--- src/rtl/weighted_rr_arb_pkg.sv ---
// Shared types and helpers for the weighted round-robin arbiter.
// Holds the state enum, the width helpers and the rotated first-set search.
package weighted_rr_arb_pkg;

  localparam int unsigned MaxAgents = 16;
  localparam int unsigned MaxIdxW   = 4;

  typedef enum logic {StIdle, StOwned} arb_state_e;

  function automatic int unsigned idx_width(input int unsigned n);
    return (n <= 1) ? 1 : $clog2(n);
  endfunction

  // A disabled watchdog still gets a 1-bit counter so the register is never zero-width
  function automatic int unsigned hold_width(input int unsigned max_hold);
    return (max_hold == 0) ? 1 : $clog2(max_hold + 1);
  endfunction

  // First set bit of req searching upward from ptr+1, wrapping modulo n
  function automatic logic [MaxIdxW-1:0] rr_first_idx(input logic [MaxAgents-1:0] req,
                                                      input logic [MaxIdxW-1:0]   ptr,
                                                      input int unsigned          n);
    logic [MaxIdxW-1:0] idx;
    logic [31:0]        cand;
    logic               hit;
    idx = '0;
    hit = 1'b0;
    for (int unsigned k = 1; k <= MaxAgents; k++) begin
      if (k <= n) begin
        cand = (32'(ptr) + 32'(k)) % 32'(n);
        if (!hit && req[cand[MaxIdxW-1:0]]) begin
          hit = 1'b1;
          idx = cand[MaxIdxW-1:0];
        end
      end
    end
    return idx;
  endfunction

endpackage

--- src/rtl/weighted_rr_arbiter_pick.sv ---
// Combinational rotating-priority picker: first requester above ptr, wrapping.
module rr_priority_pick
  import weighted_rr_arb_pkg::*;
#(
  parameter int unsigned NumOfAgents = 4,
  parameter int unsigned IdxW        = 2
) (
  input  logic [NumOfAgents-1:0] req,
  input  logic [IdxW-1:0]        ptr,
  output logic                   found,
  output logic [IdxW-1:0]        idx
);

  logic [MaxAgents-1:0] req_ext;
  logic [MaxIdxW-1:0]   ptr_ext;
  logic [MaxIdxW-1:0]   pick;

  always_comb begin
    req_ext                  = '0;
    req_ext[NumOfAgents-1:0] = req;
    ptr_ext                  = MaxIdxW'(ptr);
    pick                     = rr_first_idx(req_ext, ptr_ext, NumOfAgents);
    idx                      = pick[IdxW-1:0];
    found                    = |req;
  end

endmodule

--- src/rtl/weighted_rr_arbiter.sv ---
// Weighted round-robin arbiter for a multi-cycle shared resource. An owner keeps the
// grant for up to Weight[i] completed transactions, with a hold watchdog against stalls.
module weighted_rr_arbiter
  import weighted_rr_arb_pkg::*;
#(
  parameter int unsigned NumOfAgents = 4,
  parameter int unsigned WeightW     = 4,
  parameter int unsigned MaxHold     = 64
) (
  input  logic                           clk,
  input  logic                           rst,
  input  logic [NumOfAgents-1:0]         In,
  input  logic [NumOfAgents*WeightW-1:0] Weight,
  input  logic                           Done,
  output logic [NumOfAgents-1:0]         Grant,
  output logic [$clog2(NumOfAgents)-1:0] GrantIdx,
  output logic                           TimeoutErr
);

  localparam int unsigned IdxW     = idx_width(NumOfAgents);
  localparam int unsigned HoldW    = hold_width(MaxHold);
  localparam bit          WdogEn   = (MaxHold != 0);
  localparam logic [HoldW-1:0] HoldLast = HoldW'((MaxHold == 0) ? 0 : MaxHold - 1);

  arb_state_e             state_q, state_d;
  logic [NumOfAgents-1:0] grant_q, grant_d;
  logic [IdxW-1:0]        idx_q, idx_d;
  logic [IdxW-1:0]        ptr_q, ptr_d;
  logic [WeightW-1:0]     credit_q, credit_d;
  logic [HoldW-1:0]       hold_q, hold_d;
  logic                   terr_q, terr_d;

  logic                   withdraw, timeout, done_ev, keep, release_ev;
  logic [WeightW-1:0]     credit_left, new_weight, fresh_credit;
  logic [NumOfAgents-1:0] pick_req;
  logic [IdxW-1:0]        pick_ptr, pick_idx;
  logic                   pick_found;

  rr_priority_pick #(
    .NumOfAgents (NumOfAgents),
    .IdxW        (IdxW)
  ) u_pick (
    .req   (pick_req),
    .ptr   (pick_ptr),
    .found (pick_found),
    .idx   (pick_idx)
  );

  always_comb begin
    withdraw    = (state_q == StOwned) && !In[idx_q];
    timeout     = (state_q == StOwned) && !withdraw && WdogEn && (hold_q == HoldLast);
    done_ev     = (state_q == StOwned) && Done && !withdraw && !timeout;
    credit_left = credit_q - 1'b1;
    // Owner's request is known high here, otherwise withdraw would have fired
    keep        = done_ev && (credit_left != '0);
    release_ev  = withdraw || timeout || (done_ev && !keep);

    pick_ptr = release_ev ? idx_q : ptr_q;
    pick_req = In;
    // A credit-exhausted owner stays eligible so a sole requester is re-granted
    if (withdraw || timeout) begin
      pick_req[idx_q] = 1'b0;
    end

    new_weight   = Weight[pick_idx*WeightW +: WeightW];
    fresh_credit = (new_weight == '0) ? WeightW'(1) : new_weight;
  end

  always_comb begin
    state_d  = state_q;
    grant_d  = grant_q;
    idx_d    = idx_q;
    ptr_d    = ptr_q;
    credit_d = credit_q;
    hold_d   = hold_q;
    terr_d   = 1'b0;

    unique case (state_q)
      StIdle: begin
        if (pick_found) begin
          state_d           = StOwned;
          grant_d           = '0;
          grant_d[pick_idx] = 1'b1;
          idx_d             = pick_idx;
          credit_d          = fresh_credit;
          hold_d            = '0;
        end
      end
      StOwned: begin
        if (release_ev) begin
          ptr_d  = idx_q;
          terr_d = timeout;
          if (pick_found) begin
            grant_d           = '0;
            grant_d[pick_idx] = 1'b1;
            idx_d             = pick_idx;
            credit_d          = fresh_credit;
            hold_d            = '0;
          end else begin
            state_d = StIdle;
            grant_d = '0;
          end
        end else if (keep) begin
          credit_d = credit_left;
          hold_d   = '0;
        end else begin
          hold_d = hold_q + 1'b1;
        end
      end
      default: begin
        state_d = StIdle;
        grant_d = '0;
      end
    endcase
  end

  always_ff @(posedge clk or posedge rst) begin
    if (rst) begin
      state_q  <= StIdle;
      grant_q  <= '0;
      idx_q    <= '0;
      ptr_q    <= IdxW'(NumOfAgents - 1);
      credit_q <= '0;
      hold_q   <= '0;
      terr_q   <= 1'b0;
    end else begin
      state_q  <= state_d;
      grant_q  <= grant_d;
      idx_q    <= idx_d;
      ptr_q    <= ptr_d;
      credit_q <= credit_d;
      hold_q   <= hold_d;
      terr_q   <= terr_d;
    end
  end

  assign Grant      = grant_q;
  assign GrantIdx   = idx_q;
  assign TimeoutErr = terr_q;

endmodule

--- config.mk ---
export PLATFORM = sky130hd
export DESIGN_NAME = weighted_rr_arbiter
export DESIGN_NICKNAME = d
export VERILOG_FILES = /design/src/rtl/weighted_rr_arb_pkg.sv /design/src/rtl/weighted_rr_arbiter_pick.sv /design/src/rtl/weighted_rr_arbiter.sv
export SDC_FILE = /design/constraint.sdc
export NUM_CORES = 1
export LEC_CHECK = 0
export BUFFER_PORTS_ARGS = -buffer_cell sky130_fd_sc_hd__buf_4
export CAP_MARGIN = 10
export CORE_MARGIN = 1.5
export CORE_UTILIZATION = 25
export DETAILED_ROUTE_END_ITERATION = 7
export GPL_ROUTABILITY_DRIVEN = 0
export MAX_ROUTING_LAYER = met4
export SLEW_MARGIN = 15
export SYNTH_ARGS = -nofsm -noshare
export SYNTH_HDL_FRONTEND = slang
export SYNTH_HIERARCHICAL = 1
export SYNTH_SLANG_ARGS = --single-unit
--- constraint.sdc ---
create_clock -name clk -period 4.02 [get_ports clk]
set_input_delay 0.201 -clock clk [delete_from_list [all_inputs] [get_ports clk]]
set_output_delay 0.201 -clock clk [all_outputs]
set_load 0.005 [all_outputs]
# Yosys cells after proc, flatten, opt, wreduce, memory -nomap -nowiden
# Cells that the tools add are included.
# W data, S select, Z words.
[totals] mem_bits_ro=0 elab_cells=99 latch_bits=0 mem_bits_rw=0 inputBits=23 memories=0 out_inout_bits=7 ff_bits=21
[op_classes] n_lt_le_gt_ge=8 mux=44 n_reduce_logical=26 n_div=0 eq_ne=4 n_mul=0 add_sub_neg=6 bitwise=3 shifts=1
[ops] operator="$mux W4" n=8
[ops] operator="$mux W7" n=3
[ops] operator="$lt A2 B5 Y1 const B" n=4
[ops] operator="$pmux W4 S2" n=2
[ops] operator="$shiftx A16 B5 Y4" n=1
[ops] operator="$mux W1" n=14
[ops] operator="$mux W2" n=7
[ops] operator="$pmux W7 S2" n=1
[ops] operator="$logic_and A1 B1 Y1" n=13
[ops] operator="$bmux W1 S2" n=5
[ops] operator="$add A7 B1 Y7 const B" n=1
[ops] operator="$eq A7 B6 Y1 const B" n=1
[ops] operator="$logic_not A1 Y1" n=7
[ops] operator="$lt A2 B3 Y1 const B" n=2
[ops] operator="$add A2 B1 Y2 const B" n=2
[ops] operator="$add A2 B2 Y2 const B" n=2
[ops] operator="$and A4 B4 Y4" n=1
[ops] operator="$demux W1 S2" n=2
[ops] operator="$ge A2 B1 Y1 const B" n=2
[ops] operator="$logic_not A4 Y1" n=1
[ops] operator="$not A4 Y4" n=1
[ops] operator="$pmux W2 S2" n=1
[ops] operator="$reduce_bool A4 Y1" n=1
[ops] operator="$reduce_or A4 Y1" n=1
[ops] operator="other kinds (8)" n=9

# Logic depth before layout (Yosys ltp)
# Gate-level depths: netlist of the first run.
[logic_depth] depth_word=34 ltp_mapped=18 mapped_depth_nobuf=17

# Modules after synthesis
# Netlist of the first run, hierarchy kept.
[modules_own_cells] module="weighted_rr_arbiter" instances=1 area_each_um2=1323.8 cells_per_inst=128
[modules_own_cells] module="rr_priority_pick" instances=1 area_each_um2=81.3 cells_per_inst=14

# Worst setup path after synthesis of the first run
# OpenSTA, ideal clock, no wires.
[synth_timing] kind="register -> register" startpoint="register credit_q[0]" endpoint="register credit_q[0]" n_path_buf=1 setup_ns=0.069 required_time_ns=3.951 slack_ns=0.085 arrival_ns=3.867 stages_incl_launch_ff=18 path_cell_list="dfrtp_1 inv_1 ha_1 or2_2 o21ai_0 mux2_2 and3_1 o21ai_0 mux2_2 mux2i_1 o221ai_2 clkbuf_1 mux4_2 nor3_1 nor2_1 a21oi_1 o211ai_1 nand3_1"
[synth_between] elab_chain_cells=26
[synth_rtl] item="from (decl)" line="weighted_rr_arbiter.sv:29" rtl="logic [WeightW-1:0] credit_q, credit_d;"
[synth_rtl] item="from (signal assigned)" line="weighted_rr_arbiter.sv:131" rtl="credit_q <= credit_d;"
[synth_rtl] item="$sub A4 B1 Y4 (*)" line="weighted_rr_arbiter.sv:53" rtl="credit_left = credit_q - 1'b1;"
[synth_rtl] item="$reduce_bool A4 Y1 (*)" line="weighted_rr_arbiter.sv:55" rtl="keep = done_ev && (credit_left != '0);"
[synth_rtl] item="$logic_and A1 B1 Y1 (*)" line="weighted_rr_arbiter.sv:55"
[synth_rtl] item="$logic_not A1 Y1 (*)" line="weighted_rr_arbiter.sv:56" rtl="release_ev = withdraw || timeout || (done_ev && !keep);"
[synth_rtl] item="$logic_and A1 B1 Y1 (*)" line="weighted_rr_arbiter.sv:56"
[synth_rtl] item="$logic_or A1 B1 Y1 (*)" line="weighted_rr_arbiter.sv:56"
[synth_rtl] item="$mux W2 (*)"
[synth_rtl] item="via pick_ptr[1]" line="weighted_rr_arbiter.sv:36" rtl="logic [IdxW-1:0] pick_ptr, pick_idx;"
[synth_rtl] item="[12 not listed]"
[synth_rtl] item="$mux W2 (*)" line="weighted_rr_arb_pkg.sv:31" rtl="if (!hit && req[cand[MaxIdxW-1:0]]) begin"
[synth_rtl] item="via pick_idx[0]" line="weighted_rr_arbiter.sv:36"
[synth_rtl] item="$shiftx A16 B5 Y4 (*)" line="weighted_rr_arbiter.sv:65" rtl="new_weight = Weight[pick_idx*WeightW +: WeightW];"
[synth_rtl] item="$logic_not A4 Y1" line="weighted_rr_arbiter.sv:66" rtl="fresh_credit = (new_weight == '0) ? WeightW'(1) : new_weight;"
[synth_rtl] item="$mux W4 (*)" line="weighted_rr_arbiter.sv:66"
[synth_rtl] item="$mux W4 (*)" line="weighted_rr_arbiter.sv:80, weighted_rr_arbiter.sv:93"
[synth_rtl] item="$mux W4" line="weighted_rr_arbiter.sv:90" rtl="if (release_ev) begin"
[synth_rtl] item="$pmux W4 S2 (*)" line="weighted_rr_arbiter.sv:78" rtl="unique case (state_q)"
# The timed path passes the listed nets; every way through them passes the cells marked *. The select of a mux whose other input is x is not followed.
# A chain may end at the register's enable or synchronous reset.

# Worst setup path after layout of the first run
[layout_timing] startpoint="register credit_q[1]" endpoint="register credit_q[0]"
# The elaborated chain is that of the path after synthesis.

==> flow_metrics.py, run 1 <==
metrics = {
    "outcome": {
        "status": "complete, no violations",
    },
    "power_and_ir_drop": {
        "internal_power_w": 0.0007816,
        "p_per_area_mw_per_mm2": 727.8,
        "swShare": 0.4036,
        "power_frac_clock": 0.111,
        "p_comb_frac": 0.624,
        "p_sw_w": 0.0005289,
        "seqPwrFrac": 0.266,
        "p_leak_nw": 0.8246,
        "peakVddDrop_uv": 214.6,
    },
    "finish": {
        "area_delta_synth_final_pct": 28.14,
        "final_nets": 204,
        "n_antenna_cell": 0,
        "drive_gt1_frac": 0.3503,
        "fin_cells": 249,
    },
    "sta": {
        "period_needed_ns": 3.744,
        "rsz0062_at_grt": "no",
        "hold_viol_final": 0,
        "setup_violations": 0,
        "fin_crit_sh": 0.9314,
        "finalSetupTns_ns": 0,
        "skew_ns": 0.009419,
        "max_slew.worst_pin.slew_ns": 0.8112,
        "slew_viol_final": 0,
        "max_freq_mhz": 267.1,
        "slew_headroom": 0.4586,
    },
    "floorplanning": {
        "ios": 30,
        "die_height_um": 77.97,
        "row_count": 27,
        "core_area_mm2": 0.005473,
        "dieWidth_um": 77.97,
        "fp.dieArea_mm2": 0.006079,
        "start_util": 0.2567,
    },
    "setup_path": {
        "cp.required_ns": 4.21,
        "rrSetupSlack_ns": 0.28,
        "worst_setup_path_end_kind": "flop",
        "path_max_fanout": 6,
        "worstPathArrival_ns": 3.94,
        "start_kind": "flop",
        "critPathKind": "reg2reg",
    },
    "synthesis": {
        "yosys_register_bits": 21,
        "yosysMostFrequentCell": "dfrtp_1",
        "synth_top_area_share": 0.3384,
        "syn_area_per_cell_um2": 9.895,
        "yosysSeqAreaShare": 0.3758,
        "async_flop_share": 1.000,
        "synth_flop_cell": "dfrtp_1",
        "synth-edff-count": 0,
        "netlist_area_mm2": 0.001405,
        "syn_inst": 142,
        "netlist_top_cells_area": "dfrtp_1 (34%), mux4_2 (8.0%), mux2_2 (4.8%)",
        "yosys-top-cells-count": "dfrtp_1 (19), nand2_1 (12), o21ai_0 (10), inv_1 (9), nor2_1 (8)",
        "synth_cell_types": 39,
        "synth_nets": 168,
        "yosysTopAreaCell": "dfrtp_1",
        "yosysWarnings": 6,
    },
    "global_route": {
        "grt_pass1_wl_um": 5492,
        "antenna_found_initial": 0,
        "track_usage": 0.1153,
        "grt_max_degree": 22,
        "grt_pass1_vias": 1217,
        "overflow": 0,
    },
    "route": {
        "drt-wirelength-per-cell_um": 12.98,
        "firstDrtPassIters": 4,
        "postRouteAntennaNets": 0,
        "vias": 1201,
        "drt_wl_total_um": 3232,
        "drt_iter0_drc": 42,
        "avgViaCountPerCell": 4.823,
        "drc_errors": 0,
    },
    "place": {
        "dp_hpwl_um": 2472,
        "dpl.cell_count": 240,
        "io_buffers": 29,
    },
    "clock_network": {
        "insertion_delay_ns": 0.27,
        "cts.sink_count": 21,
        "cts_tree": "built",
        "clk_pin_slew_ns": 0.09,
        "cts_buffers": 3,
        "clockRootBuffer": "clkbuf_8",
        "clk_path_buf_depth": 2,
        "htree_levels": 1,
    },
    "run": {
        "max_cap_viol_count": 0,
    },
    "hold_path": {
        "hp-class": "in2async",
    },
}
==> power groups by stage <==
| stage | combinational, W | clock (W) | sequential [W] |
|---|---|---|---|
| after floorplan | 0.000583 | 0 | 0.000341 |
| after global placement | 0.000740 | 0 | 0.000355 |
| after detailed placement | 0.000744 | 0 | 0.000355 |
| after CTS | 0.000749 | 0.000148 | 0.000351 |
| after global routing | 0.000907 | 0.000159 | 0.000358 |
| final | 0.000817 | 0.000145 | 0.000348 |
==> critical path, stage by stage, from the launching register on <==
cell and delay [ns]:
dfrtp_1 0.41, inv_1 0.10, ha_1 0.20, or2_2 0.14, o21ai_1 0.07, mux2_2 0.31, and3_1 0.19, o21ai_1 0.21
mux2_4 0.36, nand2_1 0.07, a21oi_1 0.10, o221ai_4 0.30, mux4_2 0.57, nor3_1 0.19, nor2_1 0.07, a21oi_1 0.17
o21ai_0 0.11, nand3_1 0.10
==> registers in the layout, indices dropped and copies added (netlist names) <==
signal,count
ptr_q,2
TimeoutErr,1
GrantIdx,2
credit_q,4
state_q,1
hold_q,7
Grant,4
==> kinds of logic after synthesis <==
| family | count (synthesis) | share of synthesized area |
|---|---|---|
| AND/OR/NAND/NOR | 50 | 0.1879 |
| AO/OA/AOI/OAI | 38 | 0.2030 |
| flip-flops | 21 | 0.3758 |
| buffers and inverters | 15 | 0.05075 |
| multiplexers | 14 | 0.1496 |
| adder cells (fa/ha/maj) | 3 | 0.02672 |
| XOR/XNOR | 1 | 0.006234 |
==> repair_timing <==
action                     4_1_cts  5_1_grt
setup buffers                    0        5
setup endpoints to repair        0        3
hold buffers                     0        0
resized for setup                0        5
==> layer usage <==
| layer | vias to the layer above | share of wire | global-route usage |
|---|---|---|---|
| li1 | 595 | - | - |
| met1 | 595 | 0.44 | 0.1386 |
| met2 | 9 | 0.53 | 0.1965 |
| met3 | 2 | 0.015 | 0.02235 |
| met4 | 0 | 0.0090 | 0.03214 |
| met5 | - | 0 | - |
==> through the flow <==
step                      hold WS, ns    util  worst slack (ns)  total power (W)  cell area (µm²)
after floorplan                0.1760       -           0.08482        0.0009241             1405
after global placement         0.4206  0.3102            0.2085         0.001096             1698
after detailed placement       0.4282  0.3102           0.07625         0.001099             1698
after CTS                      0.1314  0.3192           0.04007         0.001249             1747
after global routing           0.1695  0.3290         0.0002967         0.001423             1800
final                         0.08766  0.3290            0.2760         0.001310             1800
==> area by class of cell <==
class / instances / area, µm²
Fill cell: 580 / 3672
Tap cell: 72 / 90.09
Multi-Input combinational cell: 106 / 820.8
Clock inverter: 1 / 7.507
Clock buffer: 3 / 41.29
Sequential cell: 21 / 529.3
Timing Repair Buffer: 37 / 277.8
Inverter: 9 / 33.78
==> path summary, 6_finish.rpt <==
check                       startpoint           to  depth (start not counted)
min reg2reg                  hold_q[6]   TimeoutErr                          1
max                        credit_q[1]  credit_q[0]                         17
max reg2reg                credit_q[1]  credit_q[0]                         17
min in group clk                  Done  credit_q[0]                          3
min                                rst   TimeoutErr                          2
max in group asynchronous          rst  credit_q[0]                          2
==> cells in the final DEF (no fill, tap or decap), types with 3 or more instances in the layout <==
cell,Yosys,routed
a211o_1,3,3
a21boi_0,4,4
a21oi_1,6,6
a22o_1,3,3
and3_1,4,4
buf_4,0,37
clkbuf_8,0,3
dfrtp_1,19,18
ha_1,3,3
inv_1,9,9
mux2_2,6,5
mux2i_1,3,3
mux4_2,5,5
nand2_1,12,12
nand2b_1,3,3
nand3_1,7,7
nor2_1,8,8
nor2b_1,3,3
nor4_1,3,3
o21ai_0,10,8
No activity file was read; power rests on OpenSTA's default activity.
==> run 2: changes to the inputs <==
--- a/config.mk
+++ b/config.mk
@@ -5,13 +5,14 @@
 export SDC_FILE = /design/constraint.sdc
 export NUM_CORES = 1
 export LEC_CHECK = 0
-export BUFFER_PORTS_ARGS = -buffer_cell sky130_fd_sc_hd__buf_4
+export BUFFER_PORTS_ARGS = -buffer_cell sky130_fd_sc_hd__buf_2
 export CAP_MARGIN = 10
 export CORE_MARGIN = 1.5
-export CORE_UTILIZATION = 25
+export CORE_UTILIZATION = 48
 export DETAILED_ROUTE_END_ITERATION = 7
 export GPL_ROUTABILITY_DRIVEN = 0
 export MAX_ROUTING_LAYER = met4
+export PLACE_DENSITY = 0.74
 export SLEW_MARGIN = 15
 export SYNTH_ARGS = -nofsm -noshare
 export SYNTH_HDL_FRONTEND = slang
==> run 2 against run 1 <==
Net effect: power fell by 6.1%; sequential power barely moved; worst hold slack got worse by 0.088 ns; the run now ends with hold timing left; register-to-register slack improved by 0.07 ns; critical endpoint unchanged; clock power fell by 24%; wire length fell by 2.2%; final area fell by 9.2%; maximum frequency rose by 1.8%; largest power group unchanged.
==> flow_metrics.py, run 2 (synthesized netlist as in run 1, its figures left out) <==
metrics = {
    "finish": {
        "largest_reg_flops": 7,
        "most-common-layout-cells": "buf_2 (29), dfrtp_1 (18), nand2_1 (12)",
        "drive_gt1_frac": 0.3506,
        "final_common_cell": "buf_2",
        "area_delta_synth_final_pct": 16.30,
        "n_antenna_cell": 0,
        "largest-register": "hold_q",
        "nFillCells": 244,
        "final_nets": 201,
    },
    "place": {
        "io_buffers": 29,
        "dp_hpwl_um": 2418,
    },
    "floorplanning": {
        "die_height_um": 57.11,
        "core_area_mm2": 0.002758,
        "fp.dieArea_mm2": 0.003261,
        "dieWidth_um": 57.11,
        "ios": 30,
        "start_util": 0.5095,
        "row_count": 19,
    },
    "clock_network": {
        "clk_pin_slew_ns": 0.14,
        "cts.sink_count": 21,
        "clockRootBuffer": "clkbuf_4",
        "clk_path_buf_depth": 2,
        "cts_tree": "built",
        "insertion_delay_ns": 0.32,
        "htree_levels": 1,
        "cts_buffers": 3,
        "ctsHoldBuffers": 0,
    },
    "power_and_ir_drop": {
        "p_per_area_mw_per_mm2": 753.0,
        "power.total_w": 0.001230,
        "p_leak_nw": 0.7805,
        "peakVddDrop_uv": 604.3,
    },
    "global_route": {
        "track_usage": 0.2175,
        "overflow": 0,
        "antenna_found_initial": 0,
        "grt_pass1_wl_um": 5423,
        "grt_max_degree": 22,
        "grt_pass1_vias": 1218,
    },
    "sta": {
        "slew_viol_final": 0,
        "max_slew.worst_pin.slew_ns": 0.7876,
        "finalSetupTns_ns": 0,
        "period_needed_ns": 3.677,
        "skew_ns": 0.01681,
        "rsz0062_at_grt": "no",
        "hold_viol_final": 3,
        "fin_crit_sh": 0.9147,
        "max_freq_mhz": 272.0,
        "hold_ws_ns": -0.0002781,
        "setup_violations": 0,
        "slew_headroom": 0.4744,
    },
    "setup_path": {
        "worstPathArrival_ns": 3.94,
        "critPathKind": "reg2reg",
        "path_max_fanout": 8,
        "cp.required_ns": 4.29,
        "start_kind": "flop",
        "reg2regPathDepth": 18,
        "worst_setup_path_end_kind": "flop",
    },
    "route": {
        "vias": 1207,
        "drt_wl_total_um": 3160,
        "drt-wirelength-per-cell_um": 15.41,
        "firstDrtPassIters": 4,
        "postRouteAntennaNets": 0,
        "drt_iter0_drc": 76,
        "drc_errors": 0,
        "avgViaCountPerCell": 5.888,
    },
    "outcome": {
        "status": "complete, but fails checks",
        "violations": "hold timing",
    },
    "run": {
        "max_cap_viol_count": 0,
    },
    "hold_path": {
        "hp-class": "in2async",
    },
}
run 2: cell count changes in the layout (fill, tap and decap cells not counted), sizes merged:
cell | previous run | this run
buf | 37 | 34
run 2: layout make-up:
class,instances,area (µm²),share of cell area
multi-input cells,106,815.8,0.4992
flip-flops and latches,21,529.3,0.3239
repair buffers,34,186.4,0.1141
well taps,31,38.79,0.02374
inverters,9,33.78,0.02067
clock buffers,3,22.52,0.01378
clock inverters,1,7.507,0.004594
run 2: path summary, 6_finish.rpt:
path | startpoint | endpoint | slack (ns)
setup / recovery | credit_q[1] | credit_q[0] | 0.34
max in group asynchronous | rst | credit_q[0] | 3.49
min in group clk | Done | credit_q[0] | 0.26
setup reg to reg | credit_q[1] | credit_q[0] | 0.34
hold / removal | rst | TimeoutErr | -0.0003
hold reg to reg | hold_q[6] | TimeoutErr | 0.50
run 2: worst max-delay path, stage by stage, from the launching register on:
cell	delay [ns]
dfrtp_1	0.40
inv_1	0.09
ha_2	0.20
or2_2	0.29
o21ai_1	0.17
mux2_2	0.23
and3_1	0.19
o21ai_2	0.07
mux2_4	0.35
nand2_1	0.07
a21oi_1	0.08
o221ai_2	0.18
buf_6	0.17
mux4_2	0.52
nor3_1	0.19
nor2_1	0.07
a21oi_1	0.17
o211ai_1	0.12
nand3_1	0.08
run 2: routing by layer:
layer,track usage,up-vias,wire [µm]
li1,-,591,-
met1,0.2813,577,1391
met2,0.3563,33,1622
met3,0.02268,6,106
met4,0.07973,0,40
met5,-,-,0
run 2: where the power goes:
group | internal, W | switching [W]
Sequential | 0.000287 | 0.0000590
Combinational | 0.000384 | 0.000391
Clock | 0.0000380 | 0.0000716
run 2: stage by stage:
| step | instance area [µm²] | setup WS, ns | hold slack [ns] | util | std cells |
|---|---|---|---|---|---|
| global placement | 1574 | 0.3399 | 0.3796 | 0.5708 | 199 |
| global route | 1634 | 0.01176 | 0.07358 | 0.5926 | 205 |
| finish | 1634 | 0.3429 | -0.0002781 | 0.5926 | 205 |
| detailed placement | 1574 | 0.1737 | 0.3954 | 0.5708 | 199 |
| CTS | 1604 | 0.1370 | 0.03410 | 0.5817 | 203 |
| floorplan | 1405 | 0.08482 | 0.1760 | - | 142 |
run 2: timing repair:
item,in CTS,in global routing
setup endpoints to repair,0,2
gates resized for setup,0,7
setup buffers,0,2
==> run 3: changes to the inputs <==
--- a/config.mk
+++ b/config.mk
@@ -5,14 +5,15 @@
 export SDC_FILE = /design/constraint.sdc
 export NUM_CORES = 1
 export LEC_CHECK = 0
+export ABC_AREA = 1
 export BUFFER_PORTS_ARGS = -buffer_cell sky130_fd_sc_hd__buf_2
-export CAP_MARGIN = 10
+export CAP_MARGIN = 25
 export CORE_MARGIN = 1.5
-export CORE_UTILIZATION = 48
+export CORE_UTILIZATION = 51
 export DETAILED_ROUTE_END_ITERATION = 7
 export GPL_ROUTABILITY_DRIVEN = 0
 export MAX_ROUTING_LAYER = met4
-export PLACE_DENSITY = 0.74
+export PLACE_DENSITY = 0.77
 export SLEW_MARGIN = 15
 export SYNTH_ARGS = -nofsm -noshare
 export SYNTH_HDL_FRONTEND = slang
==> run 3 against run 2 <==
Net effect: the run now ends clean; utilization rose by 2.5 points; area after synthesis is 23% higher; sequential cell count unchanged; clock skew is 0.013 ns lower; cell count increased by 60%; count of clock-buffer cells in the layout unchanged; synthesized cell count rose by 77%; worst hold slack improved by 0.017 ns; wire length rose by 11%; sequential share of layout area shrank 5.0 points; critical path depth increased by 10; critical endpoint is now credit_q[2]; largest cell class unchanged.
==> flow_metrics.py, run 3 <==
metrics = {
    "outcome": {
        "status": "complete, no violations",
    },
    "floorplanning": {
        "ios": 30,
        "core_area_mm2": 0.003128,
        "die_height_um": 61.10,
        "fp.dieArea_mm2": 0.003733,
        "dieWidth_um": 61.10,
        "row_count": 20,
        "start_util": 0.5504,
    },
    "setup_path": {
        "cp.required_ns": 4.23,
        "crit_path_top_delay_cell": "dfrtp_1",
        "rrSetupSlack_ns": 0.45,
        "reg2regPathDepth": 28,
        "critPathKind": "reg2reg",
        "cp_common_cell": "nand2_1",
        "timing.rr.end": "credit_q[2]",
        "crit_end": "credit_q[2]",
        "worst_setup_path_end_kind": "flop",
        "critPathLaunch": "credit_q[0]",
        "crit_path_max_incr_delay_ns": 0.42,
        "rr_startpoint": "credit_q[0]",
        "worstPathArrival_ns": 3.78,
        "path_max_fanout": 10,
        "start_kind": "flop",
    },
    "finish": {
        "drive_gt1_frac": 0.2438,
        "post-route-cell-area_mm2": 0.001931,
        "largest_reg_flops": 7,
        "fin_cells": 327,
        "final_common_cell": "nand2_1",
        "final_nets": 310,
        "most-common-layout-cells": "nand2_1 (75), inv_1 (32), buf_2 (29)",
        "largest-register": "hold_q",
        "n_antenna_cell": 0,
        "area_delta_synth_final_pct": 12.14,
    },
    "route": {
        "drc_errors": 0,
        "drt_wl_total_um": 3516,
        "drt_iter0_drc": 89,
        "drt-wirelength-per-cell_um": 10.75,
        "avgViaCountPerCell": 4.936,
        "vias": 1614,
        "postRouteAntennaNets": 0,
        "firstDrtPassIters": 5,
    },
    "place": {
        "dpl.cell_count": 323,
        "dp_hpwl_um": 2834,
        "place_area_mm2": 0.001901,
        "io_buffers": 29,
    },
    "global_route": {
        "antenna_found_initial": 0,
        "grt_pass1_wl_um": 5802,
        "track_usage": 0.2139,
        "grt_pass1_vias": 1370,
        "grt_max_degree": 22,
        "overflow": 0,
    },
    "sta": {
        "period_needed_ns": 3.573,
        "skew_ns": 0.003502,
        "rsz0062_at_grt": "no",
        "hold_viol_final": 0,
        "hold_ws_ns": 0.01677,
        "max_slew.worst_pin.slew_ns": 0.7869,
        "slew_headroom": 0.4748,
        "slew_viol_final": 0,
        "fin_crit_sh": 0.8888,
        "setup_violations": 0,
        "finalSetupTns_ns": 0,
        "max_freq_mhz": 279.9,
    },
    "clock_network": {
        "cts_buffers": 3,
        "clockRootBuffer": "clkbuf_4",
        "ctsHoldBuffers": 0,
        "cts_tree": "built",
        "clk_pin_slew_ns": 0.12,
        "htree_levels": 1,
        "cts.sink_count": 21,
        "clk_path_buf_depth": 2,
        "insertion_delay_ns": 0.31,
    },
    "synthesis": {
        "yosys-top-cells-count": "nand2_1 (76), inv_1 (32), nand3_1 (28), dfrtp_1 (19), nor2_1 (18)",
        "syn_area_per_cell_um2": 6.832,
        "synth_flop_cell": "dfrtp_1",
        "yosys_register_bits": 21,
        "yosysSeqAreaShare": 0.3067,
        "netlist_top_cells_area": "dfrtp_1 (28%), nand2_1 (17%), nand3_1 (8.1%)",
        "synth_cell_types": 31,
        "netlist_area_mm2": 0.001722,
        "synth_top_area_share": 0.2762,
        "synth_nets": 278,
        "yosysWarnings": 6,
        "yosysMostFrequentCell": "nand2_1",
        "synth-edff-count": 0,
        "async_flop_share": 1.000,
        "yosysTopAreaCell": "dfrtp_1",
        "syn_inst": 252,
    },
    "run": {
        "max_cap_viol_count": 0,
    },
    "hold_path": {
        "hp-class": "in2async",
    },
}
-- run 3: layout make-up --
| class | instances | area, µm² |
|---|---|---|
| inverter | 38 | 147.6 |
| tap | 44 | 55.05 |
| timing repair buffer | 31 | 160.2 |
| sequential | 21 | 528.0 |
| multi-input combinational | 189 | 1012 |
| clock buffer | 3 | 22.52 |
| fill | 305 | 1197 |
| clock inverter | 1 | 5.005 |
-- run 3: worst min path at each step --
stage / slack [ns] / startpoint / end / depth (start not counted)
detailed placement: 0.39 / rst / hold_q[4] / 2
floorplan: 0.18 / rst / GrantIdx[0] / 1
global route: 0.07 / rst / TimeoutErr / 2
finish: 0.02 / rst / TimeoutErr / 2
global placement: 0.38 / rst / hold_q[6] / 2
CTS: 0.05 / rst / hold_q[4] / 2
-- run 3: kinds of logic after synthesis --
group           after synthesis  share of synthesized area
compound gates               31                     0.1017
xor+xnor                      4                    0.02035
fa+ha+maj                     3                    0.02180
buf+inv                      42                     0.1068
flops                        21                     0.3067
simple gates                151                     0.4426
-- run 3: critical path: cells and delay by family (launching register included) --
family | cells | cell delay, ns
AOI/OAI and AO/OA | 3 | 0.33
adders and majority gates | 1 | 0.19
buffers and inverters | 6 | 0.75
DFF | 1 | 0.42
and+or+nand+nor | 18 | 1.80
-- run 3: per-stage QoR --
stage | setup WS [ns] | util
5_1_grt | 0.05688 | 0.6172
2_1_floorplan | 0.8033 | -
6_report | 0.4471 | 0.6172
4_1_cts | 0.4014 | 0.6164
3_5_place_dp | 0.4062 | 0.6076
3_3_place_gp | 0.4814 | 0.6076
-- run 3: layer usage --
layer  share of wire  up-vias  global-route usage
li1                -      863                   -
met1            0.47      728              0.2715
met2            0.49       17              0.3541
met3           0.016        6             0.02731
met4           0.014        0             0.06832
met5               0        -                   -
-- run 3: what timing repair did --
action / in CTS / in global routing
buffers inserted: 0 / 0
endpoints found under the hold margin: 0 / 0
setup endpoints to repair: 0 / 3
gates resized for setup: 0 / 1
Power of run 3 is not shown: default switching activity piles up to over one toggle a cycle in this logic, so the estimate is an artifact.
